$ cat src/rtl/sm83_alu_pkg.sv
// Shared types and constants for the SM83 ALU nibble-serial adder.
package sm83_alu_pkg;

    localparam int NIBBLE_W = 4;

    typedef enum logic [1:0] {
        IDLE = 2'd0,
        RUN  = 2'd1,
        DONE = 2'd2
    } alu_state_t;

endpackage

$ cat src/rtl/sm83_alu_nibble_cgen.sv
// 4-bit carry lookahead for one nibble: p/g and carry-in give the carry out of each bit.
import sm83_alu_pkg::*;

module sm83_alu_nibble_cgen (
    input  logic [NIBBLE_W-1:0] p,
    input  logic [NIBBLE_W-1:0] g,
    input  logic                cin,
    output logic [NIBBLE_W:1]   c
);

    always_comb begin
        c[1] = g[0] | (p[0] & cin);
        c[2] = g[1] | (p[1] & g[0]) | (p[1] & p[0] & cin);
        c[3] = g[2] | (p[2] & g[1]) | (p[2] & p[1] & g[0]) | (p[2] & p[1] & p[0] & cin);
        c[4] = g[3] | (p[3] & g[2]) | (p[3] & p[2] & g[1]) | (p[3] & p[2] & p[1] & g[0])
             | (p[3] & p[2] & p[1] & p[0] & cin);
        // A masked unknown (e.g. p=0 with cin=X) must not resolve to a clean carry.
        if ((^{p, g, cin}) === 1'bx)
            c = 'x;
    end

endmodule

$ cat src/rtl/sm83_alu_nibble_adder.sv
// Nibble-serial SM83-style adder/subtractor: one 4-bit lookahead slice reused per clock.
//
//   state | meaning
//   IDLE  | waiting for start; results and flags held
//   RUN   | processing one nibble per edge, LSB nibble first
//   DONE  | one-cycle completion, flags valid; start here chains the next op
import sm83_alu_pkg::*;

module sm83_alu_nibble_adder #(
    parameter int WIDTH = 8
) (
    input  logic             clk,
    input  logic             reset,
    input  logic             start,
    input  logic [WIDTH-1:0] a,
    input  logic [WIDTH-1:0] b,
    input  logic             cin,
    input  logic             sub,
    output logic             busy,
    output logic             done,
    output logic [WIDTH-1:0] sum,
    output logic [WIDTH-1:0] carries,
    output logic             cout,
    output logic             hcout,
    output logic             zero
);

    localparam int NIBBLES = WIDTH / NIBBLE_W;
    localparam int IDX_W   = (NIBBLES > 1) ? $clog2(NIBBLES) : 1;
    localparam logic [IDX_W-1:0] LAST_IDX = IDX_W'(NIBBLES - 1);

    alu_state_t state_q, state_d;

    logic [IDX_W-1:0]    nib_idx;
    logic [WIDTH-1:0]    a_q, b_q;
    logic                sub_q;
    logic                carry_q;
    logic [WIDTH-1:0]    sum_q, carries_q;
    logic                cout_q, hcout_q, zero_q;

    logic                accept, last_nib;
    logic [WIDTH-1:0]    b_eff;
    logic [NIBBLE_W-1:0] a_nib, b_nib, p_nib, g_nib, sum_nib;
    logic [NIBBLE_W:1]   c_nib;
    logic [WIDTH-1:0]    sum_nxt, carries_nxt;

    assign accept   = start && (state_q != RUN);
    assign last_nib = (state_q == RUN) && (nib_idx == LAST_IDX);

    always_ff @(posedge clk) begin
        if (reset)
            state_q <= IDLE;
        else
            state_q <= state_d;
    end

    always_comb begin
        state_d = state_q;
        busy    = 1'b0;
        done    = 1'b0;
        case (state_q)
            IDLE: begin
                if (start)
                    state_d = RUN;
            end
            RUN: begin
                busy = 1'b1;
                if (last_nib)
                    state_d = DONE;
            end
            DONE: begin
                done    = 1'b1;
                state_d = start ? RUN : IDLE;
            end
            default: state_d = IDLE;
        endcase
    end

    assign b_eff = sub_q ? ~b_q : b_q;

    always_comb begin
        a_nib = '0;
        b_nib = '0;
        for (int k = 0; k < NIBBLES; k++) begin
            if (nib_idx == IDX_W'(k)) begin
                a_nib = a_q[NIBBLE_W*k +: NIBBLE_W];
                b_nib = b_eff[NIBBLE_W*k +: NIBBLE_W];
            end
        end
    end

    assign p_nib = a_nib | b_nib;
    assign g_nib = a_nib & b_nib;

    sm83_alu_nibble_cgen u_cgen (
        .p   (p_nib),
        .g   (g_nib),
        .cin (carry_q),
        .c   (c_nib)
    );

    always_comb begin
        sum_nib = a_nib ^ b_nib ^ {c_nib[3:1], carry_q};
        if ((^c_nib) === 1'bx)
            sum_nib = 'x;
    end

    // Only the nibble being processed changes; the rest keep their earlier values.
    always_comb begin
        sum_nxt     = sum_q;
        carries_nxt = carries_q;
        for (int k = 0; k < NIBBLES; k++) begin
            if (nib_idx == IDX_W'(k)) begin
                sum_nxt[NIBBLE_W*k +: NIBBLE_W]     = sum_nib;
                carries_nxt[NIBBLE_W*k +: NIBBLE_W] = c_nib;
            end
        end
    end

    always_ff @(posedge clk) begin
        if (reset) begin
            nib_idx   <= '0;
            a_q       <= '0;
            b_q       <= '0;
            sub_q     <= 1'b0;
            carry_q   <= 1'b0;
            sum_q     <= '0;
            carries_q <= '0;
            cout_q    <= 1'b0;
            hcout_q   <= 1'b0;
            zero_q    <= 1'b0;
        end else if (accept) begin
            nib_idx <= '0;
            a_q     <= a;
            b_q     <= b;
            sub_q   <= sub;
            carry_q <= sub ? ~cin : cin;
        end else if (state_q == RUN) begin
            sum_q     <= sum_nxt;
            carries_q <= carries_nxt;
            carry_q   <= c_nib[4];
            nib_idx   <= nib_idx + 1'b1;
            if (last_nib) begin
                cout_q  <= carries_nxt[WIDTH-1] ^ sub_q;
                hcout_q <= carries_nxt[3] ^ sub_q;
                zero_q  <= (sum_nxt == '0);
            end
        end
    end

    assign sum     = sum_q;
    assign carries = carries_q;
    assign cout    = cout_q;
    assign hcout   = hcout_q;
    assign zero    = zero_q;

endmodule

$ cat config.mk
export PLATFORM = sky130hd
export DESIGN_NAME = sm83_alu_nibble_adder
export DESIGN_NICKNAME = d
export VERILOG_FILES = /design/src/rtl/sm83_alu_pkg.sv /design/src/rtl/sm83_alu_nibble_cgen.sv /design/src/rtl/sm83_alu_nibble_adder.sv
export SDC_FILE = /design/constraint.sdc
export NUM_CORES = 1
export LEC_CHECK = 0
export CORE_MARGIN = 1
export CORE_UTILIZATION = 44
export CTS_CLUSTER_SIZE = 10
export DETAILED_ROUTE_END_ITERATION = 8
export PLACE_DENSITY = 0.79
export SLEW_MARGIN = 5
export SYNTH_ARGS = -nofsm -noshare
export SYNTH_HDL_FRONTEND = slang
export SYNTH_SLANG_ARGS = --single-unit
$ cat constraint.sdc
create_clock -name clk -period 5.8 [get_ports clk]
set_clock_uncertainty 0.2 [all_clocks]
set_input_delay 1.16 -clock clk [delete_from_list [all_inputs] [get_ports clk]]
set_output_delay 1.16 -clock clk [all_outputs]
set_load 0.01 [all_outputs]
Word-level counts from Yosys, hierarchy flattened. Cells that the tools add are included. Widths: inputs -> output; s select.

Reduce and logical (&&, ||, !) cells: 13. Multiplexer cells: 18. Eq/ne operators: 7. Add/subtract/negate cells: 1. Bitwise operators: 36.

Operators by type and width (count): $mux 4 (8); $and 1x1->1 (16); $or 1x1->1 (10); $reduce_and 3->1 (3); $reduce_xor 9->1 (1); $logic_not 8->1 (1); $mux 8 (1); $not 8->8 (1); $xor 4x4->4 (2); $mux 1 (6); $pmux 2 s3 (1); $and 4x4->4 (1); $mux 2 (2); $ne 2x2->1 const B (2); $or 4x4->4 (1); $reduce_and 2->1 (2); $reduce_xor 4->1 (1); $not 1->1 (3); $eq 2x1->1 const B (1); $eq 2x2->1 const B (1); $eqx 1x1->1 const B (2); $logic_and 1x1->1 (2); $logic_not 2->1 (1); $ne 2x1->1 const B (1); other kinds (4) (5).

Logic and storage cells: 88. Register bits after elaboration: 40. Bits of input ports: 21. Output and inout port bits: 21.

Depth between registers and ports, before layout.
Depth in word-level cells: 15. Depth in mapped cells: 10.

By module. Synthesis repeated with hierarchy kept, for this count alone.

Cells, all modules: 221. Area, all modules: 1895.6 um^2.

By module, submodules not included: sm83_alu_nibble_adder (area each 1856.8 um^2, times used 1, cells each 216); sm83_alu_nibble_cgen (area each 38.8 um^2, times used 1, cells each 5).

Least setup slack after synthesis. No wires, ideal clock.

Path type: register to register. Start point: register nib_idx. End point: register carries_q[3] (netlist: carries[3]). Required time: 5.479 ns. Path slack: 3.459 ns. Stages on the path, launching flop included: 11. Arrival time: 2.019 ns. Path buffers: 1. Cells stage by stage: dfxtp_1 -> buf_2 -> mux2i_1 -> xor2_1 -> inv_1 -> ha_1 -> or2b_4 -> o311ai_2 -> a21oi_1 -> nor2_1 -> a21oi_1.

Cells in the longest elaborated chain, start to end: 9. Elaborated cells between the ends (all ways): 17. Those cells by class: 4 x mux; 13 x bitwise.

Ends and longest elaborated chain: start, declared (RTL line sm83_alu_nibble_adder.sv:34) `logic [IDX_W-1:0] nib_idx;`; start signal, assigned (RTL line sm83_alu_nibble_adder.sv:142) `nib_idx <= nib_idx + 1'b1;`; $mux 4 (RTL line sm83_alu_nibble_adder.sv:85) `if (nib_idx == IDX_W'(k)) begin`; $or 4x4->4 or $and 4x4->4 (tied branches) (RTL line sm83_alu_nibble_adder.sv:92, sm83_alu_nibble_adder.sv:93); $and 1x1->1 (on tied branches) (RTL line sm83_alu_nibble_cgen.sv:15, sm83_alu_nibble_cgen.sv:16); $or 1x1->1 (tied with other cells) (2 in series) (RTL line sm83_alu_nibble_cgen.sv:15) `c[4] = g[3] | (p[3] & g[2]) | (p[3] & p[2] & g[1]) | (p[3] & p[2] & p[1] & g[0])`; $or 1x1->1 or $and 1x1->1 (tied branches) (RTL line sm83_alu_nibble_cgen.sv:15, sm83_alu_nibble_cgen.sv:16); $or 1x1->1 (RTL line sm83_alu_nibble_cgen.sv:16) `| (p[3] & p[2] & p[1] & p[0] & cin);`; $mux 4 (RTL line sm83_alu_nibble_cgen.sv:18) `if ((^{p, g, cin}) === 1'bx)`; $mux 4 (*) (RTL line sm83_alu_nibble_adder.sv:113) `if (nib_idx == IDX_W'(k)) begin`; end signal, assigned (RTL line sm83_alu_nibble_adder.sv:140) `carries_q <= carries_nxt;`; end, declared (RTL line sm83_alu_nibble_adder.sv:38) `logic [WIDTH-1:0] sum_q, carries_q;`.

Mark *: on every way between the ends. The rest lies on a longest branch, timed or not. The select of a mux whose other input is x is not followed. A chain may end at the register's enable or synchronous reset.

Worst setup path after layout.
Start point: register state_q[0]. End point: output busy.

Cells in the longest elaborated chain, start to end: 2.

Ends and longest elaborated chain: start, declared (RTL line sm83_alu_nibble_adder.sv:32) `alu_state_t state_q, state_d;`; start signal, assigned (RTL line sm83_alu_nibble_adder.sv:54) `state_q <= state_d;`; $eq 2x1->1 (RTL line sm83_alu_nibble_adder.sv:61) `case (state_q)`; $mux 1 (RTL line sm83_alu_nibble_adder.sv:61); end, declared (RTL line sm83_alu_nibble_adder.sv:19) `output logic busy,`.

No other way between the ends.

==> run metrics <==
clock latency on the worst-skew pair=290 ps; layout cells sized above 1=0.0649; final WL=3890 um; delay-heaviest family, CP=buffers and inverters; CP max stage cell=clkdlybuf4s50_1; DR pass1 iterations=4; Yosys top cell by area=dfxtp_1; CP max FO=6; Initial Util=0.463; Mapped Cells=223; CP Depth=3; die width=67.1 um; Yosys top cell area share=0.429; fin cells=312; I/O pin cnt=42; period utilization=0.477; Post-synth top cells=54 x nand2_1, 40 x dfxtp_1, 32 x a21oi_1, 13 x nor2_1, 12 x inv_1; area grow syn2layout=27.8%; Pins Over Slew Limit=0; PwrDens=259 nW/um^2; CP arrival=1410 ps; ys async rst share=0; drt first-iter violations=107; total CTS buffers=5; CP bufs+invs=2; fin nets=291; hold-fix buffers at CTS=0; fmax=362 MHz; hold depth=2; crit start category=flip-flop; first-pass GRT wire length=6540 um; Hold Crit Class=reg -> reg; Hold Worst Slack=255 ps; ranking of synthesized cells by area=dfxtp_1 43%, nand2_1 11%, a21oi_1 8.6%; core area=4030 sq um; TritonCTS clock tree=done; dpl cells=304; minimum clock period=2770 ps; synth warn=0; initial antenna violation count=0; status=finished clean; Die Area=4510 sq um; GP Congestion=0.744; row count=23; largest net degree at the start of global routing=40; Setup Fix Bufs, Post-CTS=0; height of the die=67.1 um; Remaining DRCs=0; WL per Instance=12.5 um; Cell Area, Placed=2300 sq um; Final Core Density=0.592; Routed Antenna Nets=0; Peak VDD IR=0.166 mV; relative slew slack=0.508; Netlist cell types=35; FF+latch count, synth=40; Port Buffer Count=41; Final setup viols=0; Inserted Diodes=0; clock buffer depth=2; CTS resizes=0; multi-input combinational cell area=966 sq um; syn avg cell area=8.37 sq um; number of flops mapped to enable cells by yosys=0; Sequential cell area=801 sq um; top_reg_cell synth=dfxtp_1; hpwl dp=2820 um; Filler cells=398; Worst path max stage delay=540 ps; crit path capture type=output port; crit-path cells=nand2b_4, inv_2, clkdlybuf4s50_1; vias in the first global route=1496; count leader, synth=nand2_1; CTS root buf=clkbuf_8; post-route cell area=2390 sq um; Reg clk slew, reported paths=70 ps; vias per cell=5.15; setup TNS=0 ps; syn_nets=253; global route total overflow=0; clk sinks=40; Seq/Total Area, Yosys=0.429; Via Count=1608; htree depth=2; crit path kind=reg -> out; Maximum Capacitance Violations=0; Worst Path Required=4440 ps; Cell Area, Synth=1870 sq um; Leak=0.904 nW; Tightest Pin Transition=736 ps; Register-to-Register Path Depth=9; All-Layer GR Usage=0.197; final hold vios=0; RSZ-0062 raised after global routing=false
==> power breakdown <==
group,internal (mW),switching (mW)
Combinational,0.0608,0.0655
Sequential,0.291,0.0134
Clock,0.0969,0.0895
Total,0.449,0.168
==> cell type report <==
cell class              instances  share of cell area
clock buffers                   8              0.0378
inverters                      13              0.0205
multi-input cells             159               0.405
flip-flops and latches         40               0.336
well taps                      50              0.0262
repair buffers                 42               0.175
==> layout by cell type (no fill, tap or decap), drive strengths merged, types with 2 or more instances in the layout <==
master,netlist,layout
a21oi,32,32
clkdlybuf4s50,0,41
nor3,2,2
nand2b,3,3
nor2b,2,2
nor4b,2,2
and2,3,3
clkbuf,3,8
nand2,55,55
mux2i,8,8
nor2,13,13
o21ai,4,4
dfxtp,40,40
o31ai,2,2
xnor2,7,7
ha,8,8
inv,13,13
a211oi,8,8
==> through the flow <==
step                worst slack (ps)  total power, mW
floorplan                       3460            0.391
global placement                3040            0.433
detailed placement              3010            0.437
CTS                             3010            0.624
global route                    2790            0.651
finish                          3030            0.617
==> per-layer routing <==
layer	vias to the layer above	wire [um]	global-route usage
met1	745	1690	0.216
met2	40	1940	0.348
met3	7	190	0.0642
met4	0	61	0.0824
met5	-	0	0
li1	816	-	-
==> registers in the layout (all words and copies together), names as in the netlist <==
name	count
sum	8
nib_idx	1
state_q	2
b_q	8
carries	8
a_q	8
zero	1
cout	1
hcout	1
sub_q	1
carry_q	1
==> worst paths after layout <==
path              slack (ps)          to  startpoint
setup / recovery        3030        busy  state_q[0]
hold / removal           250      a_q[0]      a_q[0]
setup reg to reg        3050  carries[3]     nib_idx
hold reg to reg          250      a_q[0]      a_q[0]
==> worst register-to-register path, cell delays in order (launching register included) <==
cell	delay, ps
dfxtp_1	730
mux2i_1	290
xor2_1	210
inv_1	70
ha_1	240
or2b_4	280
o311ai_2	110
a21oi_1	160
nor2_1	230
a21oi_1	100
==> cell families (layout without fill, tap and decap cells) <==
family                     count (synthesis)  after routing  synth area share
muxes                                      9              9            0.0489
xor gates and xnor gates                   8              8            0.0375
AOI/OAI and AO/OA                         49             49             0.163
and+or+nand+nor                           84             84             0.204
adders and majority gates                  9              9            0.0643
buffers and inverters                     24             63            0.0536
DFF                                       40             40             0.429
Power figures use the tool's default switching activity.
